$ cat config.mk
export PLATFORM = sky130hd
export DESIGN_NAME = uart_rx
export DESIGN_NICKNAME = d
export VERILOG_FILES = /design/src/rtl/uart_pkg.sv /design/src/rtl/uart_baud_tick.sv /design/src/rtl/uart_rx.sv
export SDC_FILE = /design/constraint.sdc
export NUM_CORES = 1
export LEC_CHECK = 0
export ABC_AREA = 0
export CAP_MARGIN = 20
export CORE_AREA = 2 2 90 84
export CTS_CLUSTER_DIAMETER = 50
export DETAILED_ROUTE_END_ITERATION = 10
export DIE_AREA = 0 0 92 86
export PLACE_DENSITY_LB_ADDON = 0.2
export SYNTH_ARGS = -nofsm -noshare
export SYNTH_HDL_FRONTEND = slang
export SYNTH_SLANG_ARGS = --single-unit
$ cat constraint.sdc
create_clock -name clk -period 3.2 [get_ports clk]
set_clock_uncertainty 0.1 [all_clocks]
set_input_delay 0.96 -clock clk [delete_from_list [all_inputs] [get_ports clk]]
set_output_delay 0.96 -clock clk [all_outputs]
set_load 0.01 [all_outputs]
$ cat src/rtl/uart_pkg.sv
// Shared UART constants: baud rates, bps_set encodings, oversampling and receiver FSM states.
// Used by uart_rx and uart_baud_tick; the transmitter reuses the same package.
package uart_pkg;

    localparam int unsigned UART_CLK_FREQ   = 16000000;
    localparam int unsigned UART_OVERSAMPLE = 16;
    localparam int unsigned UART_DATA_BITS  = 8;

    localparam int unsigned BAUD_9600  = 9600;
    localparam int unsigned BAUD_19200 = 19200;
    localparam int unsigned BAUD_38400 = 38400;

    // bps_set encodings; 2'b11 falls back to 9600
    localparam logic [1:0] BPS_9600     = 2'b00;
    localparam logic [1:0] BPS_19200    = 2'b01;
    localparam logic [1:0] BPS_38400    = 2'b10;
    localparam logic [1:0] BPS_9600_ALT = 2'b11;

    typedef enum logic [2:0] {
        StIdle,
        StStart,
        StData,
        StParity,
        StStop
    } uart_state_e;

endpackage

$ cat src/rtl/uart_baud_tick.sv
// Oversampling tick generator: one-cycle tick every CLK_FREQ/(baud*OVERSAMPLE) clocks.
// clear restarts the divider so the tick phase lines up with the start-bit edge.
module uart_baud_tick
    import uart_pkg::*;
#(
    parameter int unsigned CLK_FREQ   = UART_CLK_FREQ,
    parameter int unsigned OVERSAMPLE = UART_OVERSAMPLE
) (
    input  logic       clk,
    input  logic       rst_n,
    input  logic [1:0] bps_set_latched,
    input  logic       clear,
    output logic       tick
);

    localparam int unsigned CntW = 16;
    // Terminal counts (divisor - 1), integer division rounds down
    localparam logic [CntW-1:0] Last9600  = CntW'(CLK_FREQ / (BAUD_9600 * OVERSAMPLE) - 1);
    localparam logic [CntW-1:0] Last19200 = CntW'(CLK_FREQ / (BAUD_19200 * OVERSAMPLE) - 1);
    localparam logic [CntW-1:0] Last38400 = CntW'(CLK_FREQ / (BAUD_38400 * OVERSAMPLE) - 1);

    logic [CntW-1:0] div_last;
    logic [CntW-1:0] cnt_q, cnt_d;
    logic            at_last;

    // Select the terminal count for the latched baud rate
    always_comb begin
        case (bps_set_latched)
            BPS_19200: div_last = Last19200;
            BPS_38400: div_last = Last38400;
            default:   div_last = Last9600;
        endcase
    end

    // Divider next state and tick strobe
    always_comb begin
        at_last = (cnt_q >= div_last);
        tick    = at_last && !clear;
        if (clear || at_last) begin
            cnt_d = '0;
        end else begin
            cnt_d = cnt_q + 1'b1;
        end
    end

    // Divider counter register
    always_ff @(posedge clk or negedge rst_n) begin
        if (!rst_n) begin
            cnt_q <= '0;
        end else begin
            cnt_q <= cnt_d;
        end
    end

endmodule

$ cat src/rtl/uart_rx.sv
// UART receiver: 2-FF synchroniser, 16x oversampled 8N1 frame decoder, LSB first.
// Optional even-parity bit between data and stop when UART_RX_PARITY_EN is defined.
module uart_rx
    import uart_pkg::*;
#(
    parameter int unsigned CLK_FREQ   = UART_CLK_FREQ,
    parameter int unsigned OVERSAMPLE = UART_OVERSAMPLE,
    parameter int unsigned DATA_BITS  = UART_DATA_BITS
) (
    input  logic                 clk,
    input  logic                 rst_n,
    input  logic [1:0]           bps_set,
    input  logic                 rx,
    output logic [DATA_BITS-1:0] dataout,
    output logic                 rx_done,
    output logic                 frame_err,
    output logic                 busy,
    output logic                 parity_err
);

    localparam int unsigned TickW = $clog2(OVERSAMPLE);
    localparam int unsigned BitW  = $clog2(DATA_BITS);
    // Tick index of the bit centre counted from the start edge, and of a full bit after that
    localparam logic [TickW-1:0] TickMid  = TickW'(OVERSAMPLE / 2 - 1);
    localparam logic [TickW-1:0] TickLast = TickW'(OVERSAMPLE - 1);
    localparam logic [BitW-1:0]  BitLast  = BitW'(DATA_BITS - 1);

    logic                 rx_meta_q, rx_sync_q;
    uart_state_e          state_q, state_d;
    logic [TickW-1:0]     tick_cnt_q, tick_cnt_d;
    logic [BitW-1:0]      bit_cnt_q, bit_cnt_d;
    logic [DATA_BITS-1:0] shift_q, shift_d;
    logic [1:0]           bps_lat_q, bps_lat_d;
    logic [DATA_BITS-1:0] dataout_q, dataout_d;
    logic                 rx_done_q, rx_done_d;
    logic                 frame_err_q, frame_err_d;
    logic                 baud_clear;
    logic                 baud_tick;
`ifdef UART_RX_PARITY_EN
    logic                 par_bad_q, par_bad_d;
    logic                 parity_err_q, parity_err_d;
`endif

    uart_baud_tick #(
        .CLK_FREQ   (CLK_FREQ),
        .OVERSAMPLE (OVERSAMPLE)
    ) u_baud_tick (
        .clk             (clk),
        .rst_n           (rst_n),
        .bps_set_latched (bps_lat_q),
        .clear           (baud_clear),
        .tick            (baud_tick)
    );

    // Two-flop synchroniser for the asynchronous line, idle-high at reset
    always_ff @(posedge clk or negedge rst_n) begin
        if (!rst_n) begin
            rx_meta_q <= 1'b1;
            rx_sync_q <= 1'b1;
        end else begin
            rx_meta_q <= rx;
            rx_sync_q <= rx_meta_q;
        end
    end

    // Frame FSM next state, sampling and strobe generation
    always_comb begin
        state_d     = state_q;
        tick_cnt_d  = tick_cnt_q;
        bit_cnt_d   = bit_cnt_q;
        shift_d     = shift_q;
        bps_lat_d   = bps_lat_q;
        dataout_d   = dataout_q;
        rx_done_d   = 1'b0;
        frame_err_d = 1'b0;
        baud_clear  = 1'b0;
`ifdef UART_RX_PARITY_EN
        par_bad_d    = par_bad_q;
        parity_err_d = 1'b0;
`endif
        case (state_q)
            StIdle: begin
                if (!rx_sync_q) begin
                    state_d    = StStart;
                    baud_clear = 1'b1;
                    tick_cnt_d = '0;
                    bit_cnt_d  = '0;
                    bps_lat_d  = bps_set;
`ifdef UART_RX_PARITY_EN
                    par_bad_d  = 1'b0;
`endif
                end
            end
            StStart: begin
                if (baud_tick) begin
                    if (tick_cnt_q == TickMid) begin
                        tick_cnt_d = '0;
                        // Line back high at mid-bit: treat as a glitch
                        state_d    = rx_sync_q ? StIdle : StData;
                    end else begin
                        tick_cnt_d = tick_cnt_q + 1'b1;
                    end
                end
            end
            StData: begin
                if (baud_tick) begin
                    if (tick_cnt_q == TickLast) begin
                        tick_cnt_d = '0;
                        shift_d    = {rx_sync_q, shift_q[DATA_BITS-1:1]};
                        bit_cnt_d  = bit_cnt_q + 1'b1;
                        if (bit_cnt_q == BitLast) begin
`ifdef UART_RX_PARITY_EN
                            state_d = StParity;
`else
                            state_d = StStop;
`endif
                        end
                    end else begin
                        tick_cnt_d = tick_cnt_q + 1'b1;
                    end
                end
            end
`ifdef UART_RX_PARITY_EN
            StParity: begin
                if (baud_tick) begin
                    if (tick_cnt_q == TickLast) begin
                        tick_cnt_d = '0;
                        // Even parity: received bit must equal XOR of the data bits
                        par_bad_d  = rx_sync_q ^ (^shift_q);
                        state_d    = StStop;
                    end else begin
                        tick_cnt_d = tick_cnt_q + 1'b1;
                    end
                end
            end
`endif
            StStop: begin
                if (baud_tick) begin
                    if (tick_cnt_q == TickLast) begin
                        tick_cnt_d = '0;
                        // Return to idle at mid-stop so a back-to-back start edge is not missed
                        state_d    = StIdle;
`ifdef UART_RX_PARITY_EN
                        parity_err_d = par_bad_q;
                        if (rx_sync_q && !par_bad_q) begin
`else
                        if (rx_sync_q) begin
`endif
                            dataout_d = shift_q;
                            rx_done_d = 1'b1;
                        end
                        if (!rx_sync_q) begin
                            frame_err_d = 1'b1;
                        end
                    end else begin
                        tick_cnt_d = tick_cnt_q + 1'b1;
                    end
                end
            end
            default: state_d = StIdle;
        endcase
    end

    // Frame state, counters, shift register and registered strobes
    always_ff @(posedge clk or negedge rst_n) begin
        if (!rst_n) begin
            state_q     <= StIdle;
            tick_cnt_q  <= '0;
            bit_cnt_q   <= '0;
            shift_q     <= '0;
            bps_lat_q   <= BPS_9600;
            dataout_q   <= '0;
            rx_done_q   <= 1'b0;
            frame_err_q <= 1'b0;
        end else begin
            state_q     <= state_d;
            tick_cnt_q  <= tick_cnt_d;
            bit_cnt_q   <= bit_cnt_d;
            shift_q     <= shift_d;
            bps_lat_q   <= bps_lat_d;
            dataout_q   <= dataout_d;
            rx_done_q   <= rx_done_d;
            frame_err_q <= frame_err_d;
        end
    end

`ifdef UART_RX_PARITY_EN
    // Parity tracking registers
    always_ff @(posedge clk or negedge rst_n) begin
        if (!rst_n) begin
            par_bad_q    <= 1'b0;
            parity_err_q <= 1'b0;
        end else begin
            par_bad_q    <= par_bad_d;
            parity_err_q <= parity_err_d;
        end
    end

    assign parity_err = parity_err_q;
`else
    assign parity_err = 1'b0;
`endif

    assign dataout   = dataout_q;
    assign rx_done   = rx_done_q;
    assign frame_err = frame_err_q;
    assign busy      = (state_q != StIdle);

endmodule

# Word level (Yosys, flattened, before mapping)
# Cells that the tools add are included.
# Widths: inputs -> output; s select.
[op_classes]
addsub = 3
magnitude_cmp = 1
eq_ne = 17
mux = 31
bitwise = 1
reduce_logical = 14
[op_table]
columns = ["cell", "n"]
rows = [
  ["$mux 3", 11],
  ["$mux 4", 5],
  ["$add 16x1->16 const B", 1],
  ["$ge 16x7->1", 1],
  ["$mux 16", 1],
  ["$ne 2x2->1 const B", 8],
  ["$pmux 7 s2", 1],
  ["$pmux 3 s4", 1],
  ["$pmux 4 s3", 1],
  ["$reduce_and 4->1", 3],
  ["$mux 1", 9],
  ["$reduce_and 8->1", 1],
  ["$eq 3x3->1 const B", 2],
  ["$pmux 3 s2", 1],
  ["$reduce_bool 3->1", 2],
  ["$add 4x1->4 const B", 1],
  ["$eq 4x3->1 const B", 1],
  ["$eq 4x4->1 const B", 1],
  ["$add 3x1->3 const B", 1],
  ["$eq 3x1->1 const B", 1],
  ["$eq 3x2->1 const B", 1],
  ["$logic_not 3->1", 1],
  ["$reduce_and 3->1", 1],
  ["$eq 2x1->1 const B", 1],
  ["other kinds (10)", 10],
]
[totals]
ff_bits = 48
in_bits = 5
out_inout_bits = 12
elab_cells = 78

# Longest topological paths before layout
# Gate-level depths: netlist (run 1).
[logic_depth]
depth_word = 6
ltp_mapped = 10
ltp_nobuf = 9

# By module
# A second synthesis (run 1) with hierarchy kept.
[unflattened]
cells_unflattened = 187
area_unflattened_um2 = 2277.2
[by_module_without_submodules]
columns = ["module", "instances", "cells_per_inst", "area_per_inst_um2", "seq_area_each_um2"]
rows = [
  ["uart_rx", 1, 119, 1526.5, 803.3],
  ["uart_baud_tick", 1, 68, 750.7, 400.4],
]

# Worst setup path before layout (run 1)
# Ideal clock, no wire load.
[synth_path]
path_type = "register to register"
startpoint = "register bps_lat_q[1]"
endpoint = "register tick_cnt_q[0]"
setup_time_ps = 125
arrival_ps = 2188
required_time_ps = 2975
slack_ps = 788
path_stages_with_launch = 10
path_buffers = 1
period_less_slack_ps = 2412
path_cell_list = "dfrtp_1 ha_1 inv_1 ha_1 nor4_1 nand3_1 a211o_1 buf_2 a21oi_2 mux2_2"
[synth_between]
elab_chain_cells = 6
word_cells_on_any_way = 8
classes_between = "1 x order compare; 4 x eq/ne; 1 x mux; 2 x reduce/logical"
[synth_rtl]
columns = ["element", "line", "text"]
rows = [
  ["start, declared", "uart_rx.sv:33", "logic [1:0] bps_lat_q, bps_lat_d;"],
  ["start signal, assigned", "uart_rx.sv:180", "bps_lat_q <= bps_lat_d;"],
  ["$eq 2x2->1 or $eq 2x1->1 (tied branches)", "uart_baud_tick.sv:28", "case (bps_set_latched)"],
  ["$pmux 7 s2 (*)", "uart_baud_tick.sv:28", ""],
  ["$ge 16x7->1 (*)", "uart_baud_tick.sv:37", "at_last = (cnt_q >= div_last);"],
  ["$logic_and 1x1->1 (*)", "uart_baud_tick.sv:38", "tick = at_last && !clear;"],
  ["$ne 2x1->1 (no source line) or $ne 2x2->1 (tied branches)", "n/a", ""],
  ["$reduce_and 4->1 (no source line) (*)", "n/a", ""],
  ["end signal, assigned", "uart_rx.sv:177", "tick_cnt_q <= tick_cnt_d;"],
  ["end, declared", "uart_rx.sv:30", "logic [TickW-1:0] tick_cnt_q, tick_cnt_d;"],
]
# Every way passes the cells marked *; elsewhere a longest branch is shown, timed or not.
# A chain may end at the register's enable or synchronous reset.

# Worst setup path after layout (run 1)
[layout_path]
startpoint = "register state_q[0]"
endpoint = "output port busy"
[layout_between]
elab_chain_cells = 1
[layout_rtl]
columns = ["element", "line", "text"]
rows = [
  ["start, declared", "uart_rx.sv:29", "uart_state_e state_q, state_d;"],
  ["start signal, assigned", "uart_rx.sv:167", "state_q <= StIdle;"],
  ["start signal, assigned", "uart_rx.sv:176", "state_q <= state_d;"],
  ["$reduce_bool 3->1", "uart_rx.sv:207", "assign busy = (state_q != StIdle);"],
  ["end, declared", "uart_rx.sv:17", "output logic busy,"],
]
# No other way between the ends.

==> flow_summary_export.csv, run 1 <==
group,metric,value,unit
setup_path,cp_top_family,"flip-flops",
timing,maxSlewHeadroom,0.641,
min_path,holdCritPathClass,"flop to flop",
finish,fillCellCount,679,
clocking,postCtsResizedCells,0,
timing,finalHoldViolCount,0,
clocking,htreeDepth,2,
grt,first_global_vias,1482,
clocking,hold_buffers,0,
synth,yosysTopAreaCell,"dfrtp_1",
synth,netlist_instances,190,
finish,nNetsFinal,234,
pwr,powerDensity,585,nW/um2
clocking,postCtsSetupBuffers,0,
floorplan,die-area,7910,um2
setup_path,slowest_stage,"dfrtp_1",
placed_design,place.detailed.hpwl,2.94,mm
synth,synth.most_common_cell,"dfrtp_1",
run_status,status,"complete, no violations",
pwr,sw_frac_of_total,0.306,
synth,synth_edf_count,0,
flow_run,maxCapViolations,0,
finish,area_growth,18.0,%
timing,maxSlewViolCount,0,
setup_path,worstPathBufferInverterCount,1,
clocking,cts_tree,"built",
detailed_routing,first_pass_iters,4,
pwr,p_seq_frac,0.466,
setup_path,crit_type,"flop to output pin",
setup_path,required,2.14,ns
synth,synth_top_area_share,0.515,
finish,drive_above_1_share,0.179,
grt,grt_antenna_before_repair,0,
clocking,clk_pin_slew_worst_paths,0.09,ns
synth,synth-async-reset-ratio,1.00,
detailed_routing,drtIter0Drc,66,
grt,track_usage,0.115,
clocking,worstSkewPairLatency,0.30,ns
timing,grt_setup_unrepaired,"false",
setup_path,crit_arrival,1.68,ns
detailed_routing,routed_wl,4.05,mm
setup_path,worstPathCellList,"or3_1, clkdlybuf4s50_1",
pwr,power_frac_comb,0.246,
floorplan,fp.dieW,92,um
placed_design,placed_cells,303,
detailed_routing,wl_per_cell,13.0,um
finish,insertedDiodeCount,0,
floorplan,die_h,86,um
timing,timing.final.crit_share,0.856,
pwr,intPower,0.00107,W
timing,setup_viol,0,
finish,fin_cells,311,
setup_path,crit_fanout,13,
placed_design,port_buffers,15,
setup_path,startpoint_type,"flop",
setup_path,slowest_delay,0.52,ns
floorplan,core-area,6890,um2
synth,synth.area.top_cells,"dfrtp_1 (52%), mux2_2 (8.1%), ha_1 (6.7%), nor2_1 (3.0%), o21ai_0 (2.5%)",
clocking,clockRootBuffer,"clkbuf_8",
grt,grt_pass1_wl,7.17,mm
clocking,clkSinkCount,48,
grt,grt_max_degree,20,
pwr,switchingPower,0.000472,W
synth,ys_seq_area_frac,0.539,
placed_design,gp_congestion,0.764,
timing,fin_setup_tns,0,ns
synth,ys.flop_type,"dfrtp_1",
synth,synth_area,2230,um2
floorplan,io_pins,17,
floorplan,initial_core_util,0.324,
pwr,peakVddDrop,0.206,mV
floorplan,rows,29,
detailed_routing,vias_per_cell,4.66,
detailed_routing,drc,0,
detailed_routing,drtAntennaViolNets,0,
synth,yosys_register_bits,48,
synth,synth_common_cells,"dfrtp_1 (46), nor2_1 (18), mux2_2 (16)",
detailed_routing,vias,1450,
clocking,cts.path.max_buffers,2,
synth,yosys_warnings,0,
synth,yosysUniqueCellTypes,46,
grt,overflow,0,
timing,timing.fmax,0.365,GHz
setup_path,cp-end-kind,"output pin",
clocking,cts_buffers,5,
timing,finalCriticalPeriod,2.74,ns
pwr,clock_power_share,0.288,
pwr,power_leakage,1.19,nW
timing,tightest_slew,0.533,ns
synth,avgSynthCellArea,11.8,um2
flip-flops by register name (all words and copies together) (netlist names):
register           count
u_baud_tick.cnt_q     16
dataout                8
shift_q                8
tick_cnt_q             4
bit_cnt_q              3
state_q                3
bps_lat_q              2
frame_err              1
rx_done                1
rx_meta_q              1
rx_sync_q              1
cell type report:
type,count,area [um2],share of cell area
Clock buffer,5,68.8,0.0261
Clock inverter,3,46.3,0.0176
Inverter,6,22.5,0.00855
Multi-Input combinational cell,138,1010,0.383
Sequential cell,48,1200,0.457
Tap cell,93,116,0.0442
Timing Repair Buffer,18,168,0.0636
routing by layer:
layer  part of all wire  GRT usage  up-vias
li1                   -          -      723
met1               0.51      0.158      708
met2               0.45      0.177       14
met3              0.017     0.0264        5
met4              0.018     0.0448        0
met5                  0          0        -
worst register-to-register path, cell delays in order (launching register included):
cell and delay [ns]:
dfrtp_1 0.42, ha_1 0.31, inv_1 0.06, ha_1 0.26, nand2_1 0.04, o21ai_1 0.34
a211oi_4 0.19, nor3_4 0.48, mux2_2 0.40
cell families (layout without fill, tap and decap cells):
group,after synthesis,count (layout),synth area share
compound gates,34,34,0.110
fa+ha+maj,12,12,0.0672
other cells,1,9,0.00168
mux,17,17,0.0857
buf+inv,12,32,0.0224
xor+xnor,7,7,0.0275
simple gates,59,59,0.146
flops,48,48,0.539
through the flow:
| stage | hold WS, ns | total power, W | setup WS (ns) | instance area, um2 | utilization |
|---|---|---|---|---|---|
| finish | 0.264 | 0.00154 | 0.461 | 2640 | 0.382 |
| global route | 0.270 | 0.00165 | 0.312 | 2640 | 0.382 |
| CTS | 0.266 | 0.00156 | 0.447 | 2640 | 0.382 |
| detailed placement | 0.252 | 0.00111 | 0.481 | 2520 | 0.366 |
| global placement | 0.246 | 0.00112 | 0.519 | 2520 | 0.366 |
| floorplan | 0.245 | 0.00100 | 0.788 | 2260 | - |
cell usage in the layout (no fill, tap or decap), drive strengths merged, types with 3 or more instances in the layout:
cell	count
a21oi	5
buf	4
clkbuf	5
clkdlybuf4s50	14
conb	9
dfrtp	46
ha	12
inv	7
mux2	17
nand2	13
nand3	7
nor2	18
nor2b	3
o21ai	12
xnor2	3
xor2	4
power groups by stage:
stage,combinational [W],clock [W],sequential (W)
after floorplan,0.000290,0,0.000712
after global placement,0.000386,0,0.000730
after detailed placement,0.000382,0,0.000729
after CTS,0.000383,0.000461,0.000717
after global routing,0.000436,0.000486,0.000729
final,0.000379,0.000444,0.000718
path summary, 6_finish.rpt:
kind | start | end | slack (ns) | cells after the start
setup / recovery | state_q[0] | busy | 0.46 | 2
hold / removal | rx_meta_q | rx_sync_q | 0.26 | 0
setup reg to reg | bps_lat_q[1] | dataout[3] | 0.50 | 8
hold reg to reg | rx_meta_q | rx_sync_q | 0.26 | 0
max in group asynchronous | rst_n | u_baud_tick.cnt_q[0] | 1.95 | 2
min in group asynchronous | rst_n | u_baud_tick.cnt_q[13] | 0.46 | 1
Note: power is estimated with default switching activity, not from simulation.
==> run 2, diff against run 1 <==
==> constraint.sdc (replaced) <==
create_clock -name clk -period 3.2 [get_ports clk]
set_clock_uncertainty 0.1 [all_clocks]
set_input_delay 0.96 -clock clk [delete_from_list [all_inputs] [get_ports clk]]
set_output_delay 0.96 -clock clk [all_outputs]
set_load 0.1 [all_outputs]
==> run 2 against run 1 <==
Compared with the run above: wire length decreased by 2.8%; register-to-register slack about the same; via count decreased by 1.3%; largest power group unchanged.
==> flow_summary_export.csv, run 2 (synthesis gave the netlist of run 1 again) <==
group,metric,value,unit
run_status,status,"complete, no violations",
placed_design,port_buffers,15,
min_path,hold_depth,0,
flow_run,maxCapViolations,0,
clocking,cts_buffers,5,
finish,drive_above_1_share,0.226,
placed_design,post-place-ws,0.505,ns
setup_path,crit_type,"flop to flop",
finish,register_area,1200,um2
setup_path,required,3.29,ns
setup_path,slowest_stage,"nor3_4",
setup_path,crit_top_cell,"ha_1",
clocking,clk_pin_slew_worst_paths,0.09,ns
detailed_routing,drtIter0Drc,76,
setup_path,crit_arrival,2.79,ns
floorplan,die-area,7910,um2
clocking,hold_buffers,0,
pwr,peakVddDrop,0.226,mV
timing,grt_setup_unrepaired,"false",
setup_path,startpoint,"bps_lat_q[1]",
timing,fin_setup_tns,0,ns
detailed_routing,wl_per_cell,12.7,um
floorplan,die_h,86,um
finish,final_common_cell,"dfrtp_1",
setup_path,slowest_delay,0.48,ns
pwr,powerDensity,606,nW/um2
clocking,cts.path.max_buffers,2,
detailed_routing,first_pass_iters,5,
clocking,worstSkewPairLatency,0.30,ns
min_path,hold_start,"rx_meta_q",
setup_path,startpoint_type,"flop",
clocking,cts_tree,"built",
finish,nNetsFinal,233,
clocking,postCtsResizedCells,0,
setup_path,cp_top_family,"adder cells",
finish,area_growth,16.4,%
timing,finalCriticalPeriod,2.70,ns
timing,timing.final.crit_share,0.843,
clocking,clkSinkCount,48,
timing,finalHoldViolCount,0,
setup_path,worstPathCellList,"ha_1, inv_1, ha_1, nand2_1, o21ai_1, a211oi_4, nor3_4, mux2_2",
floorplan,io_pins,17,
setup_path,timing.rr.end,"dataout[5]",
floorplan,fp.dieW,92,um
floorplan,core-area,6890,um2
timing,tightest_slew,0.531,ns
setup_path,cp-end-kind,"flop",
grt,track_usage,0.114,
floorplan,initial_core_util,0.324,
clocking,postCtsSetupBuffers,0,
setup_path,worstPathBufferInverterCount,1,
setup_path,rr_worst_depth,8,
detailed_routing,vias,1431,
setup_path,reg2reg_from,"bps_lat_q[1]",
setup_path,crit_fanout,9,
clocking,htreeDepth,2,
timing,timing.fmax,0.371,GHz
min_path,holdCritPathClass,"flop to flop",
min_path,hold_end,"rx_sync_q",
detailed_routing,drtAntennaViolNets,0,
timing,maxSlewViolCount,0,
placed_design,gp_congestion,0.772,
detailed_routing,routed_wl,3.93,mm
clocking,clockRootBuffer,"clkbuf_8",
timing,finalWorstSetupSlack,0.504,ns
grt,grt_pass1_wl,7.12,mm
grt,overflow,0,
timing,maxSlewHeadroom,0.642,
finish,fillCellCount,700,
finish,multiInputGateArea,1010,um2
pwr,power_leakage,1.21,nW
grt,first_global_vias,1441,
finish,regMostFlops,"u_baud_tick.cnt_q",
detailed_routing,vias_per_cell,4.62,
floorplan,rows,29,
grt,grt_antenna_before_repair,0,
finish,layout_common_cells,"dfrtp_1 (46), nor2_1 (18), mux2_2 (16)",
grt,grt_max_degree,19,
setup_path,r2r_setup_slack,0.50,ns
finish,insertedDiodeCount,0,
finish,largest_reg_flops,16,
detailed_routing,drc,0,
timing,setup_viol,0,
placed_design,place.detailed.hpwl,2.79,mm
-- run 2: how the worst max path moves through the flow --
stage | cells past startpoint | slack (ns) | endpoint
4_1_cts | 8 | 0.51 | dataout[5]
3_5_place_dp | 8 | 0.51 | dataout[5]
3_3_place_gp | 8 | 0.51 | dataout[5]
5_1_grt | 8 | 0.29 | dataout[7]
2_1_floorplan | 2 | 0.75 | busy
6_report | 8 | 0.50 | dataout[5]
-- run 2: area by class of cell --
| cell class | instances | share of cell area |
|---|---|---|
| timing repair buffer | 17 | 0.0510 |
| multi-input combinational | 138 | 0.388 |
| tap | 93 | 0.0448 |
| inverter | 6 | 0.00866 |
| sequential | 48 | 0.463 |
| clock buffer | 5 | 0.0265 |
| clock inverter | 3 | 0.0178 |
-- run 2: stage by stage --
stage	util	instance area, um2	power (W)	std cells	hold slack [ns]
final	0.377	2600	0.00157	310	0.262
after global routing	0.377	2600	0.00170	310	0.270
after CTS	0.377	2600	0.00160	310	0.264
after detailed placement	0.360	2480	0.00114	302	0.249
after global placement	0.360	2480	0.00115	302	0.247
after floorplan	-	2260	0.00105	198	0.245
-- run 2: routing by layer --
metal / vias to the layer above / part of all wire / GRT usage
met5: - / 0 / 0
met4: 0 / 0.010 / 0.0448
met3: 2 / 0.035 / 0.0264
met2: 24 / 0.45 / 0.168
met1: 680 / 0.50 / 0.162
li1: 725 / - / -
-- run 2: power breakdown --
| part | switching (W) | internal [W] | total [W] | leakage (nW) |
|---|---|---|---|---|
| Clock | 0.000210 | 0.000235 | 0.000445 | 0.0548 |
| Sequential | 0.0000740 | 0.000663 | 0.000737 | 0.633 |
| Combinational | 0.000231 | 0.000162 | 0.000393 | 0.521 |
==> run 3, diff against run 2 <==
==> constraint.sdc (replaced) <==
create_clock -name clk -period 2.8 [get_ports clk]
set_clock_uncertainty 0.1 [all_clocks]
set_input_delay 0.84 -clock clk [delete_from_list [all_inputs] [get_ports clk]]
set_output_delay 0.84 -clock clk [all_outputs]
set_load 0.1 [all_outputs]
==> run 3 against run 2 <==
Compared with the run above: count of clock-buffer cells in the layout unchanged; fmax up 3.9%; die area unchanged; wire length up 2.1%.
==> flow_summary_export.csv, run 3 (synthesis gave the netlist of run 1 again) <==
group,metric,value,unit
grt,grt_use_met3,0.0220,
pwr,power_leakage,1.23,nW
grt,first_global_vias,1404,
grt,met2_usage,0.157,
clocking,postCtsSetupBuffers,0,
finish,layout_common_cells,"dfrtp_1 (46), nor2_1 (18), buf_4 (17)",
pwr,clock_power_share,0.280,
grt,grt_antenna_before_repair,0,
detailed_routing,vias_per_cell,4.63,
finish,insertedDiodeCount,0,
timing,setup_viol,0,
placed_design,placed_cells,306,
timing,timing.final.crit_share,0.927,
finish,area_growth,17.8,%
pwr,powerDensity,697,nW/um2
grt,grt_max_degree,19,
clocking,hold_buffers,0,
grt,top_usage_layer,"met1",
floorplan,core-area,6890,um2
floorplan,initial_core_util,0.324,
placed_design,gp_congestion,0.794,
setup_path,reg2reg_from,"bps_lat_q[1]",
setup_path,crit_type,"flop to flop",
timing,finalHoldViolCount,0,
clocking,cts.path.max_buffers,2,
detailed_routing,drtIter0Drc,92,
clocking,cts_tree,"built",
clocking,cts_buffers,5,
finish,nNetsFinal,237,
detailed_routing,first_pass_iters,4,
setup_path,timing.rr.end,"shift_q[1]",
placed_design,port_buffers,15,
finish,regMostFlops,"u_baud_tick.cnt_q",
clocking,htreeDepth,2,
setup_path,cp-end-kind,"flop",
setup_path,required,2.89,ns
pwr,p_seq_frac,0.452,
grt,track_usage,0.111,
pwr,power_frac_comb,0.269,
finish,final_area,2630,um2
setup_path,crit_arrival,2.69,ns
grt,grtUsageMet1,0.162,
setup_path,rr_worst_depth,8,
grt,overflow,0,
finish,fillCellCount,677,
pwr,peakVddDrop,0.195,mV
timing,fin_setup_tns,0,ns
detailed_routing,wl_per_cell,12.8,um
setup_path,startpoint_type,"flop",
placed_design,placed_area,2510,um2
timing,maxSlewHeadroom,0.596,
finish,fin_cells,314,
pwr,intPower,0.00123,W
finish,drive_above_1_share,0.240,
detailed_routing,drtAntennaViolNets,0,
grt,grt_pass1_wl,6.88,mm
min_path,hold_end,"rx_sync_q",
min_path,hold_start,"rx_meta_q",
timing,grt_setup_unrepaired,"false",
clocking,worstSkewPairLatency,0.30,ns
flow_run,maxCapViolations,0,
min_path,hold_depth,0,
floorplan,die_h,86,um
floorplan,fp.dieW,92,um
detailed_routing,drc,0,
clocking,clk_pin_slew_worst_paths,0.09,ns
clocking,clockRootBuffer,"clkbuf_8",
timing,timing.fmax,0.385,GHz
floorplan,io_pins,17,
timing,maxSlewViolCount,0,
min_path,holdCritPathClass,"flop to flop",
run_status,status,"complete, no violations",
finish,largest_reg_flops,16,
timing,finalCriticalPeriod,2.60,ns
pwr,switchingPower,0.000601,W
finish,final_common_cell,"dfrtp_1",
clocking,clkSinkCount,48,
floorplan,rows,29,
clocking,postCtsResizedCells,0,
placed_design,place.detailed.hpwl,3.00,mm
setup_path,crit_fanout,8,
timing,tightest_slew,0.600,ns
floorplan,die-area,7910,um2
setup_path,r2r_setup_slack,0.20,ns
detailed_routing,vias,1455,
detailed_routing,routed_wl,4.02,mm
pwr,sw_frac_of_total,0.328,
==> run 3: cell types whose count changed in the layout (fill, tap and decap cells not counted), sizes merged <==
cell / delta
buf: +4
==> run 3: area by class of cell <==
cell class | instances | area, um2 | area share
inverters | 6 | 22.5 | 0.00856
multi-input cells | 138 | 1010 | 0.384
well taps | 93 | 116 | 0.0442
flip-flops and latches | 48 | 1200 | 0.458
clock inverters | 3 | 46.3 | 0.0176
clock buffers | 5 | 68.8 | 0.0262
repair buffers | 21 | 163 | 0.0618
==> run 3: routing by layer <==
layer / vias to the layer above / routed length, um
li1: 736 / -
met1: 693 / 2040
met2: 19 / 1770
met3: 7 / 127
met4: 0 / 78
met5: - / 0
==> run 3: worst max-delay path by stage <==
stage                      start             to  slack (ns)  cells after the start
finish              bps_lat_q[1]     shift_q[1]        0.20                      8
global route        bps_lat_q[0]     shift_q[0]        0.02                      9
CTS                 bps_lat_q[1]     dataout[0]        0.13                      8
detailed placement  bps_lat_q[1]     dataout[4]        0.14                      8
global placement    bps_lat_q[1]     dataout[5]        0.20                      8
floorplan           bps_lat_q[1]  tick_cnt_q[0]        0.39                      9
==> run 3: power groups by stage <==
stage	Combinational (W)	Sequential (W)	Clock, W
global route	0.000558	0.000842	0.000558
finish	0.000492	0.000828	0.000512
detailed placement	0.000500	0.000839	0
global placement	0.000492	0.000840	0
CTS	0.000501	0.000827	0.000533
floorplan	0.000383	0.000814	0
==> run 3: critical path, stage by stage, from the launching register on <==
cell and delay, ns:
dfrtp_1 0.41, ha_1 0.30, inv_1 0.06, ha_1 0.27, nand2_1 0.04, o21ai_1 0.32
a211oi_4 0.18, nor3_4 0.42, mux2_2 0.38
==> run 3: metrics by stage <==
step / setup slack, ns / utilization / hold slack (ns) / total power (W)
after floorplan: 0.388 / - / 0.245 / 0.00120
after global placement: 0.200 / 0.365 / 0.247 / 0.00133
after detailed placement: 0.142 / 0.365 / 0.247 / 0.00134
after CTS: 0.133 / 0.381 / 0.262 / 0.00186
after global routing: 0.0152 / 0.381 / 0.270 / 0.00196
final: 0.204 / 0.381 / 0.261 / 0.00183
